--- src/rtl/prog_loader_pkg.sv ---
// prog_loader_pkg: shared state encoding and widths for the byte-stream program loader
package prog_loader_pkg;
    localparam int IMEM_DEPTH = 16;
    localparam int INSTR_W = 16;
    localparam int BYTE_W = 8;
    typedef enum logic [2:0] {IDLE, HI, LO, WRITE, CSUM, DONE, ERR} state_e;
endpackage

--- src/rtl/prog_loader_if.sv ---
// prog_loader_if: incoming byte stream plus instruction-memory write port
interface prog_loader_if #(parameter int ADDR_W = 4);
    import prog_loader_pkg::*;
    logic [BYTE_W-1:0] in_data;
    logic in_valid;
    logic in_ready;
    logic imem_we;
    logic [ADDR_W-1:0] imem_addr;
    logic [INSTR_W-1:0] imem_wdata;
    modport master (output in_data, in_valid, input in_ready, imem_we, imem_addr, imem_wdata);
    modport slave (input in_data, in_valid, output in_ready, imem_we, imem_addr, imem_wdata);
endinterface

--- src/rtl/prog_loader.sv ---
// prog_loader: loads a checksummed frame of big-endian words into imem and gates cpu reset
module prog_loader import prog_loader_pkg::*; #(parameter int ADDR_W = 4) (
    input logic clk,
    input logic reset,
    prog_loader_if.slave bus,
    output logic cpu_hold,
    output logic done,
    output logic err,
    output logic [ADDR_W:0] words_loaded
);
    state_e state_q, state_d;
    logic [ADDR_W:0] n_q, n_d, idx_q, idx_d, idx_inc;
    logic [BYTE_W-1:0] hi_q, hi_d, csum_q, csum_d;
    logic [ADDR_W-1:0] addr_q, addr_d;
    logic [INSTR_W-1:0] wdata_q, wdata_d;
    logic hs, n_ok;
    always_comb begin
        bus.in_ready = reset && state_q != WRITE;
        bus.imem_we = state_q == WRITE;
        bus.imem_addr = addr_q;
        bus.imem_wdata = wdata_q;
        cpu_hold = state_q != DONE;
        done = state_q == DONE;
        err = state_q == ERR;
        words_loaded = idx_q;
        hs = bus.in_valid && bus.in_ready;
        n_ok = bus.in_data != '0 && 32'(bus.in_data) <= 2 ** ADDR_W;
        idx_inc = idx_q + 1'b1;
        state_d = state_q;
        n_d = n_q;
        idx_d = idx_q;
        hi_d = hi_q;
        csum_d = csum_q;
        addr_d = addr_q;
        wdata_d = wdata_q;
        case (state_q)
            IDLE, DONE, ERR: if (hs) begin
                n_d = bus.in_data[ADDR_W:0];
                idx_d = '0;
                csum_d = '0;
                state_d = n_ok ? HI : ERR;
            end
            HI: if (hs) begin
                hi_d = bus.in_data;
                csum_d = csum_q ^ bus.in_data;
                state_d = LO;
            end
            LO: if (hs) begin
                csum_d = csum_q ^ bus.in_data;
                addr_d = idx_q[ADDR_W-1:0];
                wdata_d = {hi_q, bus.in_data};
                state_d = WRITE;
            end
            WRITE: begin
                idx_d = idx_inc;
                state_d = idx_inc == n_q ? CSUM : HI;
            end
            CSUM: if (hs) state_d = bus.in_data == csum_q ? DONE : ERR;
            default: state_d = IDLE;
        endcase
    end
    always_ff @(posedge clk) begin
        if (!reset) begin
            state_q <= IDLE;
            n_q <= '0;
            idx_q <= '0;
            hi_q <= '0;
            csum_q <= '0;
            addr_q <= '0;
            wdata_q <= '0;
        end else begin
            state_q <= state_d;
            n_q <= n_d;
            idx_q <= idx_d;
            hi_q <= hi_d;
            csum_q <= csum_d;
            addr_q <= addr_d;
            wdata_q <= wdata_d;
        end
    end
endmodule
--- src/flat_wrapper.sv ---
// flat-port wrapper written by rule: the top's interface ports become plain ports
module prog_loader_flat import prog_loader_pkg::*;
#(parameter int ADDR_W = 4)
  (clk, reset, cpu_hold, done, err, words_loaded, bus_in_data, bus_in_valid, bus_in_ready, bus_imem_we, bus_imem_addr, bus_imem_wdata);
  prog_loader_if #(.ADDR_W(ADDR_W)) bus_i ();
  input logic clk;
  input logic reset;
  output logic cpu_hold;
  output logic done;
  output logic err;
  output logic [ADDR_W:0] words_loaded;
  input wire logic [$bits(bus_i.in_data)-1:0] bus_in_data;
  input wire logic [$bits(bus_i.in_valid)-1:0] bus_in_valid;
  output wire logic [$bits(bus_i.in_ready)-1:0] bus_in_ready;
  output wire logic [$bits(bus_i.imem_we)-1:0] bus_imem_we;
  output wire logic [$bits(bus_i.imem_addr)-1:0] bus_imem_addr;
  output wire logic [$bits(bus_i.imem_wdata)-1:0] bus_imem_wdata;
  assign bus_i.in_data = bus_in_data;
  assign bus_i.in_valid = bus_in_valid;
  assign bus_in_ready = bus_i.in_ready;
  assign bus_imem_we = bus_i.imem_we;
  assign bus_imem_addr = bus_i.imem_addr;
  assign bus_imem_wdata = bus_i.imem_wdata;
  prog_loader #(.ADDR_W(ADDR_W)) u_core (.clk(clk), .reset(reset), .bus(bus_i), .cpu_hold(cpu_hold), .done(done), .err(err), .words_loaded(words_loaded));
endmodule
--- config.mk ---
export PLATFORM = sky130hd
export DESIGN_NAME = prog_loader_flat
export DESIGN_NICKNAME = d
export VERILOG_FILES = /design/src/rtl/prog_loader_pkg.sv /design/src/rtl/prog_loader_if.sv /design/src/rtl/prog_loader.sv /design/src/flat_wrapper.sv
export SDC_FILE = /design/constraint.sdc
export NUM_CORES = 1
export LEC_CHECK = 0
export CAP_MARGIN = 40
export CORE_MARGIN = 10
export CORE_UTILIZATION = 53
export DETAILED_ROUTE_END_ITERATION = 12
export GPL_TIMING_DRIVEN = 0
export PLACE_DENSITY_LB_ADDON = 0.3
export REMOVE_ABC_BUFFERS = 1
export SLEW_MARGIN = 20
export SYNTH_ARGS = -nofsm -noshare
export SYNTH_HDL_FRONTEND = slang
export SYNTH_SLANG_ARGS = --single-unit
--- constraint.sdc ---
create_clock -name clk -period 2.65 [get_ports clk]
set_clock_uncertainty 0.2 [all_clocks]
set_input_delay 0.795 -clock clk [delete_from_list [all_inputs] [get_ports clk]]
set_output_delay 0.795 -clock clk [all_outputs]
set_load 0.05 [all_outputs]
==> flow_summary.toml <==
[timing]
whs_ns = 0.258
grt_setup_unrepaired = "no"
period_minus_slack_ns = 2.60
finalSetupViolations = 0
maxSlewViolCount = 0
relSlewSlack = 0.637
worst_slew_pin_slew_ns = 0.543
finalCritPeriodShare = 0.981
hold_viol_final = 0
fmax_mhz = 384

[floorplan]
fp.dieW_um = 88.0
die_h_um = 88.0
start_util = 0.555
row_count = 24
die-area_um2 = 7740
core_area_um2 = 4410
ioPinCount = 41

[worst_setup_path]
cp.arrival_ns = 1.61
worstRegToRegCells = 6
rr_endpoint = "u_core.state_q[0]"
startpoint = "u_core.words_loaded[3]"
r2r_slack_ns = 0.57
crit_required_ns = 1.66
crit_slowest_cell = "clkdlybuf4s50_1"
critPathMaxFanout = 6
crit_type = "flip-flop to output pin"
critPathBufInv = 1
cpPeakStageDelay_ns = 0.85
critical-path-top-delay-family = "buffers and inverters"
crit_path_end_kind = "output pin"
crit_chain = "clkdlybuf4s50_1"
timing.rr.start = "u_core.words_loaded[0]"
cp-start-kind = "flip-flop"

[place]
place_congestion = 0.808
placed_cell_area_um2 = 2830
portBuffers = 40
dp_hpwl_um = 3810

[worst_hold_path]
min_from = "u_core.bus.imem_wdata[3]"
hold_path_class = "flip-flop to flip-flop"
holdPathEnd = "u_core.bus.imem_wdata[3]"
holdPathStages = 2

[power]
p_leak_uw = 0.00102
power_density_nw_per_um2 = 489
p_seq_frac = 0.543
swShare = 0.282
power_switching_uw = 406
power.internal_uw = 1030
power_frac_comb = 0.160
max-vdd-ir-drop_mv = 0.291
power.share.clock = 0.297

[clocking]
clk_pin_slew_ns = 0.09
cts_tree = "built"
cts_max_path_buffers = 2
cts_sinks = 49
postCtsHoldBufs = 0
cts_inserted_buffers = 5
cts_root_buffer = "clkbuf_8"
clk_latency_ns = 0.30
h-tree-depth = 2

[yosys]
yosysSeqAreaShare = 0.400
synth-edff-count = 0
synth-warning-count = 0
synth_flop_cell = "dfxtp_1"
syn_area_per_cell_um2 = 8.72
synthDistinctLibCells = 49
synth_area_um2 = 2450
async_flop_share = 0
synthCells = 281
ys_seq_elements = 49

[cells_and_area]
layout_commonest_cell = "nand2_1"
diodes = 0
final_cell_mix = "52 x nand2_1, 46 x dfxtp_1, 30 x clkdlybuf4s50_1"
area_delta_synth_final_pct = 19.9
multi_input_area_um2 = 1360
regArea_um2 = 987
fillers = 388
final_area_um2 = 2940
fin_nets = 320
drive_above_1_share = 0.114

[global_route]
grtUsageTotal = 0.142
grt_max_degree = 36
grt_pass1_vias = 1989
grt_pass1_wl_um = 9070
grt_overflow = 0
antenna_found_initial = 0

[detailed_routing]
wl_met1_um = 2360
routed_wl_um = 5250
wl_met2_um = 2490
drc = 0
dr_wl_met3_um = 353
firstDrtPassIters = 4
top_layer = "met4"
via_per_inst = 5.52
drt_iter0_markers = 72
vias = 1986
wl_per_cell_um = 14.6
ant_nets = 0

[flow_run]
drv_cap = 0

[run_status]
status = "finished clean"
logic make-up (layout without fill, tap and decap cells):
kind of cell / Yosys count / after routing / share of synthesized area
flip-flops: 49 / 49 / 0.400
AO/OA/AOI/OAI: 70 / 70 / 0.204
AND/OR/NAND/NOR: 108 / 108 / 0.233
adder cells (fa/ha/maj): 1 / 1 / 0.00510
multiplexers: 10 / 10 / 0.0408
buffers and inverters: 26 / 53 / 0.0556
XOR/XNOR: 17 / 17 / 0.0607
layout make-up:
type,instances,area share
inverters,3,0.00383
clock inverters,1,0.00298
clock buffers,6,0.0247
well taps,52,0.0221
flip-flops and latches,49,0.336
multi-input cells,206,0.464
repair buffers,43,0.147
per-layer routing:
layer | vias up | track usage
met5 | - | 0
met4 | 0 | 0.0406
met3 | 6 | 0.0483
met2 | 43 | 0.239
met1 | 936 | 0.166
li1 | 1001 | -
stage by stage:
step / util / std cells / worst slack [ns] / total power, uW / setup TNS, ns
after floorplan: - / 258 / 0.149 / 936 / 0
after global routing: 0.666 / 360 / 0.00632 / 1510 / 0
after global placement: 0.632 / 350 / -2.57 / 1010 / -83.64
after detailed placement: 0.641 / 352 / -0.598 / 1020 / -8.80
final: 0.666 / 360 / 0.0491 / 1440 / 0
after CTS: 0.661 / 359 / 0.00972 / 1450 / 0
repair_timing:
action	4_1_cts	5_1_grt
gates resized for setup	21	14
setup endpoints to repair	11	28
pin swaps	0	1
buffers inserted	0	1
worst reg2reg max path, cell delays in order, from the launching register on:
cell and delay (ns):
dfxtp_1 0.47, ha_1 0.28, nand3_1 0.15, xnor2_1 0.18, nor4_2 0.39, o22ai_1 0.16
o2bb2ai_2 0.14
power by group through the flow:
stage          Sequential [uW]  Clock [uW]  Combinational [uW]
2_1_floorplan              803           0                 133
6_report                   781         426                 230
4_1_cts                    780         437                 229
5_1_grt                    785         470                 252
3_5_place_dp               796           0                 228
3_3_place_gp               795           0                 220
synthesized netlist by cell type (2+ instances only):
| library cell | instances | area (um2) |
|---|---|---|
| a21boi_0 | 18 | 135 |
| a21boi_1 | 18 | 135 |
| a21oi_1 | 2 | 10.0 |
| a31oi_1 | 2 | 12.5 |
| and2_1 | 3 | 18.8 |
| buf_2 | 13 | 65.1 |
| buf_4 | 2 | 15.0 |
| buf_6 | 2 | 22.5 |
| clkbuf_1 | 6 | 22.5 |
| dfxtp_1 | 49 | 981 |
| inv_1 | 3 | 11.3 |
| mux2i_1 | 10 | 100 |
| nand2_1 | 52 | 195 |
| nand2b_4 | 2 | 27.5 |
| nand3_1 | 3 | 15.0 |
| nand3b_1 | 8 | 60.1 |
| nand4_1 | 2 | 12.5 |
| nor2_1 | 16 | 60.1 |
| nor2b_1 | 8 | 50.1 |
| o211ai_1 | 2 | 15.0 |
| o21ai_0 | 17 | 85.1 |
| xnor2_1 | 13 | 114 |
| xor2_1 | 4 | 35.0 |
state kept, by name, indices dropped and copies added (netlist names):
| register | count |
|---|---|
| u_core.bus.imem_wdata | 16 |
| u_core.n_q | 5 |
| u_core.state_q | 3 |
| u_core.csum_q | 8 |
| u_core.bus.imem_addr | 4 |
| u_core.hi_q | 8 |
| u_core.words_loaded | 5 |
how the worst max path moves through the flow:
stage | cells past startpoint | slack [ns] | to
final | 1 | 0.05 | words_loaded[3]
after global routing | 1 | 0.006 | words_loaded[3]
after CTS | 1 | 0.01 | words_loaded[0]
after detailed placement | 4 | -0.60 | bus_in_ready
after global placement | 5 | -2.57 | u_core.bus.imem_wdata[1]
after floorplan | 3 | 0.15 | done
Power figures use the tool's default switching activity.
